<file path="config.mk">
export PLATFORM = sky130hd
export DESIGN_NAME = fixed_point_onehot_arbiter
export DESIGN_NICKNAME = d
export VERILOG_FILES = /design/src/rtl/fixed_point_onehot_arbiter_pkg.sv /design/src/rtl/fixed_point_onehot_arbiter_picker.sv /design/src/rtl/fixed_point_onehot_arbiter.sv
export SDC_FILE = /design/constraint.sdc
export NUM_CORES = 1
export LEC_CHECK = 0
export ABC_AREA = 1
export CAP_MARGIN = 40
export CORE_MARGIN = 2
export CORE_UTILIZATION = 28
export DETAILED_ROUTE_END_ITERATION = 16
export SLEW_MARGIN = 20
export SYNTH_ARGS = -nofsm -noshare
export SYNTH_HDL_FRONTEND = slang
export SYNTH_SLANG_ARGS = --single-unit
</file>
<file path="constraint.sdc">
create_clock -name clock -period 2.6 [get_ports clock]
set_input_delay 0.52 -clock clock [delete_from_list [all_inputs] [get_ports clock]]
set_output_delay 0.52 -clock clock [all_outputs]
set_load 0.02 [all_outputs]
</file>
<file path="src/rtl/fixed_point_onehot_arbiter_pkg.sv">
// Shared definitions for the fixed-point one-hot arbiter: default sizes,
// the fixed-point word type and a small index-width helper.
package fixed_point_onehot_arbiter_pkg;

  // Default number of requesters.
  localparam int DEF_N    = 4;
  // Default word width; words are signed two's complement.
  localparam int DEF_W    = 16;
  // Default count of fractional bits (binary point position only).
  localparam int DEF_FRAC = 8;

  // Fixed-point word at the default width (Q7.8 with the defaults).
  typedef logic signed [DEF_W-1:0] fxp_word_t;

  // Bits needed to hold an index in 0..n-1, never less than one.
  function automatic int idx_width(input int n);
    return (n > 1) ? $clog2(n) : 1;
  endfunction

endpackage

</file>
<file path="src/rtl/fixed_point_onehot_arbiter_picker.sv">
// Combinational round-robin picker: returns a one-hot grant for the first
// set request found searching upward from (last+1) mod N, wrapping.
module rr_onehot_picker
  import fixed_point_onehot_arbiter_pkg::*;
#(
  parameter int N  = DEF_N,
  parameter int LW = idx_width(N)
) (
  input  logic [N-1:0]  req,
  input  logic [LW-1:0] last,
  output logic [N-1:0]  grant
);

  logic found;

  // Index reached k steps above the last winner, wrapped into 0..N-1.
  function automatic logic [LW-1:0] wrap_idx(input logic [LW-1:0] base, input int k);
    return LW'((int'(base) + k) % N);
  endfunction

  // Walk the N candidates in priority order; the first set request wins.
  always_comb begin
    grant = '0;
    found = 1'b0;
    for (int k = 1; k <= N; k++) begin
      if (!found && req[wrap_idx(last, k)]) begin
        grant[wrap_idx(last, k)] = 1'b1;
        found                    = 1'b1;
      end
    end
  end

endmodule

</file>
<file path="src/rtl/fixed_point_onehot_arbiter.sv">
// Round-robin arbiter over N fixed-point requesters. The winning word is
// moved bit-exact into a single output register together with its one-hot
// grant. FRAC only documents where the binary point sits.
//
// Handshake: a word moves on any port when valid and ready are both high
// on a rising clock edge. An input i is ready only when the output register
// can load (empty, or draining this cycle) and i is the round-robin winner;
// in_ready never looks at in_data. Valid must not depend on ready.
module fixed_point_onehot_arbiter
  import fixed_point_onehot_arbiter_pkg::*;
#(
  parameter int N    = DEF_N,
  parameter int W    = DEF_W,
  parameter int FRAC = DEF_FRAC
) (
  input  logic           clock,
  input  logic           reset,
  input  logic [N-1:0]   in_valid,
  output logic [N-1:0]   in_ready,
  input  logic [N*W-1:0] in_data,
  output logic           out_valid,
  input  logic           out_ready,
  output logic [W-1:0]   out_data,
  output logic [N-1:0]   out_grant
);

  localparam int LW = idx_width(N);

  // Reject parameter sets the arbiter cannot represent.
  if (N < 2) begin : g_bad_n
    $error("fixed_point_onehot_arbiter: N must be at least 2");
  end
  if (FRAC >= W) begin : g_bad_frac
    $error("fixed_point_onehot_arbiter: FRAC must be below W");
  end

  logic [LW-1:0] last;
  logic [N-1:0]  grant;
  logic [LW-1:0] grant_idx;
  logic [W-1:0]  sel_word;
  logic          load;
  logic          any_valid;

  // Output register can take a word when empty or when its word leaves now.
  assign load      = !out_valid || out_ready;
  assign any_valid = |in_valid;

  rr_onehot_picker #(
    .N  (N),
    .LW (LW)
  ) u_picker (
    .req   (in_valid),
    .last  (last),
    .grant (grant)
  );

  // Ready is the grant itself, gated by load and held low during reset.
  always_comb begin
    in_ready = '0;
    if (reset && load) begin
      in_ready = grant;
    end
  end

  // One-hot data mux: OR of the words whose grant bit is set.
  always_comb begin
    sel_word = '0;
    for (int i = 0; i < N; i++) begin
      if (grant[i]) begin
        sel_word = sel_word | in_data[i*W +: W];
      end
    end
  end

  // Encode the one-hot grant into the index remembered for fairness.
  always_comb begin
    grant_idx = '0;
    for (int i = 0; i < N; i++) begin
      if (grant[i]) begin
        grant_idx = LW'(i);
      end
    end
  end

  // Output register and round-robin pointer; both only move when loading.
  always_ff @(posedge clock or negedge reset) begin
    if (!reset) begin
      out_valid <= 1'b0;
      out_data  <= '0;
      out_grant <= '0;
      last      <= LW'(N - 1);
    end else if (load) begin
      if (any_valid) begin
        out_valid <= 1'b1;
        out_data  <= sel_word;
        out_grant <= grant;
        last      <= grant_idx;
      end else begin
        out_valid <= 1'b0;
      end
    end
  end

endmodule

</file>
# Word-level counts from Yosys, hierarchy flattened
# Cells that the tools add are included.
# word_totals
reg_bits	23
output_inout_bits	25
elab_cells	69
# op_classes
addsub	4
order_cmp	8
muxes	32
bitwise_logic	6
n_reduce_logical	15
# ops
op	n
16-bit 2-to-1 mux	4
16-bit bitwise OR	3
4-bit 2-to-1 mux	5
1-bit 2-to-1 mux	13
2-bit by 3-bit < comparator with 1-bit output (second input constant)	4
4-bit bitwise OR	3
1-bit binary-select mux with 2-bit select	4
1-bit demux with 2-bit select	4
2-bit by 1-bit >= comparator with 1-bit output (second input constant)	4
1-bit logical AND	8
2-bit by 1-bit adder with 2-bit output (second input constant)	2
2-bit adder (second input constant)	2
1-bit logical NOT	4
2-bit 2-to-1 mux	2
4-bit OR reduction	1
2-bit AND reduction	1
1-bit logical OR	1

# Depth between registers and ports, before layout
# Gate-level depths: netlist (run 1).
# logic_depth
word_depth	20
mapped_depth	15
depth_no_buf	13

# Cells and area by module
# A second synthesis (run 1) with hierarchy kept.
# unflattened
hier_cells	335
hier_area_um2	1941.9
# modules_own_cells
mod	instances	cells_per_inst	area_per_inst_um2	seq_area_each_um2
fixed_point_onehot_arbiter	1	260	1520.2	578.1
rr_onehot_picker	1	75	421.7	0.0

# Least setup slack after synthesis (run 1)
# Ideal clock, no wire load.
# synth_timing
path_kind	register to output
start	register last[0]
end	output port in_ready[0]
t_arrival_ns	2.236
required_time_ns	2.080
slack_ns	-0.156
stages_incl_launch_ff	14
n_path_buf	2
path_cell_list	dfstp_2 buf_6 inv_6 ha_1 inv_1 nand3_4 nand2_4 nand2_4 nor2_8 nand2_1 nand3_4 buf_6 inv_1 nor2_1
# synth_between
elab_chain_len	14
# synth_rtl
item	line	rtl
start, declared	fixed_point_onehot_arbiter.sv:37	logic [LW-1:0] last;
start signal, assigned	fixed_point_onehot_arbiter.sv:91	last <= LW'(N - 1);
start signal, assigned	fixed_point_onehot_arbiter.sv:97	last <= grant_idx;
parallel branches: the longest is 12 deep, another holds 2-bit by 3-bit < comparator with 1-bit output	n/a	
4-bit 2-to-1 mux *	fixed_point_onehot_arbiter_picker.sv:26	if (!found && req[wrap_idx(last, k)]) begin
4-bit 2-to-1 mux *	fixed_point_onehot_arbiter.sv:60	if (reset && load) begin
end, declared	fixed_point_onehot_arbiter.sv:19	output logic [N-1:0] in_ready,
# Mark *: on every way between the ends. The select of a mux whose other input is x is not followed.

# Worst setup path in the final report (run 1)
# layout_timing
start	register last[1]
end	output port in_ready[2]
# Same word-level chain as after synthesis.

==> results of run 1 <==
synthesized netlist by cell type (all sizes together):
cell type / instances
a31oi: 3
nand4: 1
ha: 7
o21ai: 1
nor2: 50
inv: 15
dfstp: 2
nand2: 122
o211ai: 2
nand3: 42
buf: 5
clkinv: 1
dfrtp: 21
clkbuf: 3
logic make-up after synthesis:
group	Yosys count	synth area share
simple gates	215	0.554
buf+inv	24	0.0757
flops	23	0.301
fa+ha+maj	7	0.0457
compound gates	6	0.0228
per-layer routing:
| layer | part of all wire | vias up |
|---|---|---|
| li1 | - | 1092 |
| met1 | 0.42 | 964 |
| met2 | 0.52 | 51 |
| met3 | 0.051 | 4 |
| met4 | 0.0044 | 0 |
| met5 | 0 | - |
area by class of cell:
class / instances / area [um^2] / area share
clock inverters: 1 / 5.00 / 0.00157
well taps: 80 / 100 / 0.0314
multi-input cells: 228 / 1260 / 0.395
clock buffers: 3 / 41.3 / 0.0129
repair buffers: 117 / 1130 / 0.355
inverters: 16 / 70.1 / 0.0220
flip-flops and latches: 23 / 578 / 0.181
power by group:
group	internal [mW]	total [mW]	switching (mW)
Clock	0.107	0.226	0.119
Combinational	1.24	3.03	1.80
Sequential	0.548	0.644	0.0960
Total	1.89	3.90	2.01
through the flow:
step,TNS [ps],total power [mW]
2_1_floorplan,0,2.70
3_3_place_gp,-1520,3.59
3_5_place_dp,-1630,3.62
4_1_cts,0,3.85
5_1_grt,-32.5,4.28
6_report,0,3.90
what timing repair did:
item / in CTS / in global routing
gates resized for setup: 22 / 20
cloned: 0 / 0
endpoints found under the hold margin: 0 / 0
buffers inserted: 0 / 0
setup endpoints to repair: 4 / 4
pin swaps: 0 / 8
state kept, by name, summed over array words and instances, names as in the netlist:
name,cells
out_data,16
out_grant,4
last,2
out_valid,1
worst max-delay path, stage by stage, from the launching register on:
cell     delay, ps
dfstp_2        540
inv_2           50
ha_4           260
inv_4           70
nand3_2         70
nand2_2        100
nand2_4         70
nor2_8         140
nand2_2         80
a31oi_2        160
buf_4          160
worst max path at each step:
stage	endpoint	cells past startpoint	start
6_report	in_ready[2]	10	last[1]
2_1_floorplan	in_ready[0]	13	last[0]
4_1_cts	in_ready[0]	12	last[0]
5_1_grt	in_ready[1]	11	last[0]
3_5_place_dp	in_ready[0]	12	in_valid[2]
3_3_place_gp	in_ready[3]	10	in_valid[1]
==> results.toml, run 1 <==
[placed_design]
preCtsSetupSlack_ps = -434
dp.cells = 464
place_area_um2 = 3090
gp_congestion = 0.962
hpwl_um = 4540
portBuffers = 95

[detailed_routing]
drtIter0Drc = 49
routedWlPerCell_um = 12.3
drc_errors = 0
final_antenna_net_count = 0
vias = 2111
drt_pre_antenna_iters = 4
wirelength_um = 5750
drt-vias-per-instance = 4.51

[global_route]
gr-max-usage-layer = "met2"
grt_pass1_vias = 2036
grt_first_pass_wirelength_um = 9350
grt_max_degree = 29
antenna_found_initial = 0
use_met1 = 0.187
grt_overflow = 0
met3_usage = 0.0362
grt_usage = 0.156
use_met2 = 0.290

[sta]
fmax_ghz = 0.398
rsz0062_at_grt = "yes"
maxSlewViolCount = 0
fin_crit_ps = 2510
worst_slack_ps = 89.3
relSlewSlack = 0.787
whs_ps = 485
hold_violations = 0
min_period_over_period = 0.966
setup_viol = 0
skew_ps = 3.79
worst_slew_pin_slew_ps = 319

[cts]
cts_tree = "yes"
clk_path_buf_depth = 2
path_clk_slew_ps = 90
hold_buffers = 0
h-tree-depth = 1
clk_latency_ps = 260
cts.sinks = 23
cts_made_buffers = 3
cts-root-buf = "clkbuf_8"

[worst_setup_path]
worstReg2RegEnd = "out_data[12]"
worstPathArrival_ps = 1990
end_kind = "primary output"
crit_path_start_kind = "flip-flop"
r2r.worst_path.cells = 15
critPathKind = "reg -> out"
cp.required_ps = 2080
crit_fanout = 4
timing.rr.start = "last[0]"
r2r_slack_ps = 340

[die]
row_count = 30
die_x_um = 86.8
die_area_um2 = 7530
initial_core_util = 0.285
dieHeight_um = 86.8
core_um2 = 6720
ios = 96

[power_and_ir_drop]
ir_worst_vdd_mv = 0.338
power.density_nw_per_um2 = 1220
p_leak_nw = 1.52

[run]
maxCapViolCount = 0

[worst_hold_path]
holdPathStages = 2
min_from = "out_grant[3]"
whs_endpoint = "out_grant[3]"
worstHoldPathType = "reg -> reg"

[finish]
syn2layout_area_growth_pct = 66.3
fill_cells = 689
layout.nets = 467
post_layout_nonfiller_instances = 468
final_util = 0.475
final_cell_area_um2 = 3190
layout-drive-gt1-share = 0.227
final_cell_mix = "nand2_1 (102), clkdlybuf4s50_1 (88), nor2_1 (44), nand3_1 (26), buf_4 (23)"
diodes = 0
final_common_cell = "nand2_1"

[yosys]
syn_nets = 353
netlist_top_cells_area = "dfrtp_1 (27%), nand2_1 (20%), nor2_1 (8.8%), nand3_1 (7.6%), nand3_4 (5.5%)"
syn_area_um2 = 1920
yosysTopAreaCellShare = 0.274
synth_top_cell_by_area = "dfrtp_1"
ys_ff_latch = 23
syn_avg_cell_area_um2 = 6.97
syn_inst = 275
yosysSeqAreaShare = 0.301
ys_types = 25
ys.warnings.count = 0

[outcome]
status = "complete, no violations"
Power figures use the tool's default switching activity.
==> inputs of run 2 (changes only) <==
--- a/config.mk
+++ b/config.mk
@@ -7,9 +7,12 @@
 export LEC_CHECK = 0
 export ABC_AREA = 1
 export CAP_MARGIN = 40
+export CELL_PAD_IN_SITES_DETAIL_PLACEMENT = 0
+export CELL_PAD_IN_SITES_GLOBAL_PLACEMENT = 1
 export CORE_MARGIN = 2
 export CORE_UTILIZATION = 28
 export DETAILED_ROUTE_END_ITERATION = 16
+export PLACE_DENSITY_LB_ADDON = 0.1
 export SLEW_MARGIN = 20
 export SYNTH_ARGS = -nofsm -noshare
 export SYNTH_HDL_FRONTEND = slang
==> constraint.sdc (replaced) <==
create_clock -name clock -period 3.1 [get_ports clock]
set_input_delay 0.62 -clock clock [delete_from_list [all_inputs] [get_ports clock]]
set_output_delay 0.62 -clock clock [all_outputs]
set_load 0.02 [all_outputs]
==> run 2 against run 1 <==
Sequential share of layout area up 0.48 points. Utilization down 1.2 points. Largest power group unchanged. Non-clock buffer count up 2.
==> results.toml, run 2 (synthesized netlist as in run 1, its figures left out) <==
[outcome]
status = "complete, no violations"

[sta]
maxSlewViolCount = 0
hold_violations = 0
worst_slew_pin_slew_ps = 329
relSlewSlack = 0.781
setup_viol = 0
rsz0062_at_grt = "no"
fin_crit_ps = 2940
fin_tns_setup_ps = 0
skew_ps = 1.25
min_period_over_period = 0.950
fmax_ghz = 0.340

[cts]
clk_path_buf_depth = 2
cts_tree = "yes"
cts_setup_buffers = 0
path_clk_slew_ps = 80
cts_resized = 4
cts.sinks = 23
hold_buffers = 0
h-tree-depth = 1
cts_made_buffers = 3
cts-root-buf = "clkbuf_8"
clk_latency_ps = 260

[worst_setup_path]
path_common_cell = "nand2_2"
end_kind = "primary output"
cpMaxStageDelayCell = "dfstp_2"
critPathKind = "reg -> out"
worstPathArrival_ps = 2320
crit_fanout = 4
r2r_slack_ps = 700
cp.required_ps = 2480
worst_path_largest_cell_delay_ps = 570
path_cells = "inv_6, ha_1, inv_1, nand3_1, nand2_1, nand2_2, nor2_8, nand2_2, a31oi_1, clkdlybuf4s15_1"
crit_path_start_kind = "flip-flop"
crit_family = "flip-flops"
critPathBufInv = 3

[detailed_routing]
routedWlPerCell_um = 12.1
drt_pre_antenna_iters = 4
final_antenna_net_count = 0
drc_errors = 0
drtIter0Drc = 71
wirelength_um = 5710
vias = 2066
drt-vias-per-instance = 4.40

[finish]
layout-drive-gt1-share = 0.187
multi_input_area_um2 = 1190
layout.nets = 469
fill_cells = 716
largest_register_ffs = 16
syn2layout_area_growth_pct = 62.0
final_cell_mix = "nand2_1 (104), clkdlybuf4s50_1 (91), nor2_1 (45), nand3_1 (29), buf_4 (24)"
post_layout_nonfiller_instances = 470
diodes = 0
regMostFlops = "out_data"
reg_top3 = "out_data: 16 flops, out_grant: 4 flops, last: 2 flops"
regArea_um2 = 578
final_util = 0.462
final_common_cell = "nand2_1"

[placed_design]
hpwl_um = 4420
portBuffers = 95
dp.cells = 466
gp_congestion = 0.837

[die]
die_x_um = 86.8
core_um2 = 6720
initial_core_util = 0.285
dieHeight_um = 86.8
die_area_um2 = 7530
ios = 96
row_count = 30

[global_route]
grt_usage = 0.154
grt_pass1_vias = 1954
antenna_found_initial = 0
grt_overflow = 0
grt_first_pass_wirelength_um = 9110
grt_max_degree = 25

[worst_hold_path]
worstHoldPathType = "reg -> reg"

[power_and_ir_drop]
p_leak_nw = 1.48
ir_worst_vdd_mv = 0.394
power.density_nw_per_um2 = 1020
power_mw = 3.16

[run]
maxCapViolCount = 0
==> run 2: tightest hold or removal path, stage by stage (launching register included) <==
cell and delay, ps:
dfrtp_1 350, nand2_1 50, o21ai_1 60
==> run 2: stage by stage <==
step | setup slack (ps) | hold slack (ps) | cell area (um^2)
6_report | 155 | 495 | 3110
3_5_place_dp | -127 | 482 | 3070
2_1_floorplan | 244 | 324 | 1920
4_1_cts | 108 | 503 | 3110
3_3_place_gp | -105 | 465 | 3070
5_1_grt | 10.8 | 536 | 3110
==> run 2: final timing paths <==
check                             start            to  depth (start not counted)
min reg2reg                out_grant[0]  out_grant[0]                          2
min                        out_grant[0]  out_grant[0]                          2
max in group asynchronous         reset       last[1]                          2
max                             last[0]   in_ready[2]                         10
min in group asynchronous         reset  out_grant[3]                          2
max reg2reg                     last[0]   out_data[7]                         15
==> run 2: power breakdown <==
group	internal, mW	switching (mW)
clock	0.0915	0.0916
combinational	0.993	1.45
sequential	0.459	0.0767
==> run 2: per-layer routing <==
layer,GRT usage,up-vias,wire length [um]
li1,-,1094,-
met1,0.196,913,2540
met2,0.270,57,2810
met3,0.0419,2,334
met4,0.0170,0,29
met5,0,-,0
==> run 2: final cells by class <==
| class | count | area share |
|---|---|---|
| clock buffers | 4 | 0.0145 |
| repair buffers | 119 | 0.362 |
| well taps | 80 | 0.0322 |
| flip-flops and latches | 23 | 0.186 |
| multi-input cells | 228 | 0.385 |
| inverters | 16 | 0.0209 |
==> inputs of run 3 (changes only) <==
--- a/config.mk
+++ b/config.mk
@@ -5,10 +5,10 @@
 export SDC_FILE = /design/constraint.sdc
 export NUM_CORES = 1
 export LEC_CHECK = 0
-export ABC_AREA = 1
 export CAP_MARGIN = 40
 export CELL_PAD_IN_SITES_DETAIL_PLACEMENT = 0
 export CELL_PAD_IN_SITES_GLOBAL_PLACEMENT = 1
+export CORE_ASPECT_RATIO = 0.9
 export CORE_MARGIN = 2
 export CORE_UTILIZATION = 28
 export DETAILED_ROUTE_END_ITERATION = 16
==> run 3 against run 2 <==
The run now ends with setup timing left. Clock skew rose by 8.4 ps. Non-clock buffer count grew 18. Synthesized cell count decreased by 13%. Clock power is 9% higher. Maximum frequency is 8.5% lower. Register-to-register slack worse by 290 ps. Wire length grew 40%. Utilization rose by 3.6 points. Sequential share of layout area down 2.0 points. Global-route usage rose by 5.2 points. Design area grew 12%.
==> results.toml, run 3 <==
[yosys]
synth_mux_area_frac = 0.0571
synth_ff_type = "dfrtp_1"
synth.top_cells.by_count = "nand2_1 (39), a22oi_1 (31), nor2_1 (28), dfrtp_1 (21), a31oi_1 (18)"
ys_types = 33
synth_top_family_by_area = "compound AO/OA/AOI/OAI gates"
netlist_top_cells_area = "dfrtp_1 (26%), a22oi_1 (12%), nand2_1 (7.3%), a221oi_1 (7.0%), a22o_1 (7.0%)"
synthArstFlopShare = 1.00
yosysTopAreaCellShare = 0.263
synth_xor_area_frac = 0
ys.warnings.count = 0
syn_area_um2 = 2000
ys_ff_latch = 23
yosys.area_share.simple = 0.173
yosysSeqAreaShare = 0.290
syn_inst = 238
synth_fa_ha_area_frac = 0.0439
synth_compound_area_frac = 0.381
synth_top_cell_by_area = "dfrtp_1"
syn_avg_cell_area_um2 = 8.39
syn_nets = 316
synth_edf_count = 0
synth.most_common_cell = "nand2_1"

[die]
initial_core_util = 0.286
core_um2 = 6970
die_x_um = 93.0
dieHeight_um = 84.1
row_count = 29
ios = 96
die_area_um2 = 7820

[detailed_routing]
routedWlPerCell_um = 17.7
vias = 2447
wirelength_um = 7980
drt_pre_antenna_iters = 5
drtIter0Drc = 132
drc_errors = 0
final_antenna_net_count = 0
drt-vias-per-instance = 5.41

[power_and_ir_drop]
power.density_nw_per_um2 = 1040
internal_power_mw = 1.95
pwr-share-clk = 0.055
pwr-share-comb = 0.795
power_mw = 3.63
seqPwrFrac = 0.150
ir_worst_vdd_mv = 0.534
switching_power_mw = 1.67
p_leak_nw = 1.38
swShare = 0.461

[placed_design]
gp_congestion = 0.883
place_area_um2 = 3360
preCtsSetupSlack_ps = -669
portBuffers = 95
hpwl_um = 5620

[finish]
regMostFlops = "out_data"
final_common_cell = "clkdlybuf4s50_1"
final_cell_mix = "clkdlybuf4s50_1 (87), nand2_1 (39), buf_4 (37), a22oi_1 (31), nor2_1 (22)"
final_cell_area_um2 = 3470
diodes = 0
syn2layout_area_growth_pct = 74.1
reg_top3 = "out_data: 16 flops, out_grant: 4 flops, last: 2 flops"
largest_register_ffs = 16
layout.nets = 438
layout-drive-gt1-share = 0.209

[worst_setup_path]
cp.required_ps = 2480
end_kind = "primary output"
worstPathArrival_ps = 2600
crit_path_start_kind = "flip-flop"
critPathKind = "reg -> out"
crit_fanout = 4

[sta]
whs_ps = 543
maxSlewViolCount = 0
fmax_ghz = 0.311
hold_violations = 0
relSlewSlack = 0.556
skew_ps = 9.62
fin_crit_ps = 3220
rsz0062_at_grt = "yes"
worst_slew_pin_slew_ps = 659
min_period_over_period = 1.04
fin_tns_setup_ps = -219
worst_slack_ps = -118
setup_viol = 2

[worst_hold_path]
worstHoldPathType = "reg -> reg"

[cts]
clk_path_buf_depth = 2
clk_latency_ps = 270
h-tree-depth = 1
path_clk_slew_ps = 90
cts-root-buf = "clkbuf_8"
cts_tree = "yes"
cts.sinks = 23
cts_made_buffers = 3

[global_route]
grt_pass1_vias = 2490
grt_first_pass_wirelength_um = 12900
grt_usage = 0.206
antenna_found_initial = 0
grt_max_degree = 25
grt_overflow = 0

[run]
maxCapViolCount = 0

[outcome]
status = "finished, violations left"
violations = "setup timing"
==> run 3: cell type report <==
type | instances | area [um^2]
Timing Repair Buffer | 137 | 1320
Fill cell | 688 | 3490
Clock buffer | 4 | 45.0
Inverter | 5 | 21.3
Multi-Input combinational cell | 190 | 1400
Sequential cell | 23 | 578
Tap cell | 93 | 116
==> run 3: what timing repair did <==
| action | CTS | global route |
|---|---|---|
| gates cloned | 0 | 0 |
| gates resized for setup | 35 | 0 |
| pin swaps | 7 | 6 |
| endpoints found under the setup margin | 4 | 4 |
| hold buffers | 0 | 0 |
| setup buffers | 5 | 2 |
==> run 3: power groups by stage <==
stage / combinational, mW / sequential, mW / clock, mW
after floorplan: 1.51 / 0.721 / 0
after global placement: 2.73 / 0.556 / 0
after detailed placement: 2.75 / 0.560 / 0
after CTS: 2.86 / 0.548 / 0.211
after global routing: 3.11 / 0.568 / 0.218
final: 2.88 / 0.545 / 0.199
==> run 3: cells by family (layout without fill, tap and decap cells) <==
family / count (synthesis) / in the layout
buffers and inverters: 25 / 146
and+or+nand+nor: 79 / 79
AOI/OAI and AO/OA: 98 / 98
muxes: 6 / 6
adders and majority gates: 7 / 7
DFF: 23 / 23
==> run 3: worst paths after layout <==
path / start / to / slack (ps) / cells after the start
max reg2reg: last[0] / out_data[1] / 410 / 10
max: last[0] / in_ready[2] / -120 / 7
min reg2reg: out_grant[2] / out_grant[2] / 540 / 2
max in group asynchronous: reset / last[1] / 1920 / 2
min in group asynchronous: reset / out_data[9] / 850 / 2
min: out_grant[2] / out_grant[2] / 540 / 2
==> run 3: critical path: stages, from the launching register on <==
cell     delay, ps
dfstp_2        590
inv_4           50
ha_4           270
mux4_2         560
or2_4          280
o311a_4        380
nor2_4          90
buf_6          120
==> run 3: per-layer routing <==
metal	wire length (um)	global-route usage	vias up
met5	0	0	-
met4	65	0.0468	0
met3	551	0.0334	8
met2	3910	0.344	112
met1	3450	0.280	1161
li1	-	-	1166
==> run 3: stage by stage <==
stage | std cells | util
6_report | 452 | 0.499
5_1_grt | 452 | 0.499
4_1_cts | 450 | 0.497
3_5_place_dp | 441 | 0.482
3_3_place_gp | 440 | 0.478
2_1_floorplan | 238 | -
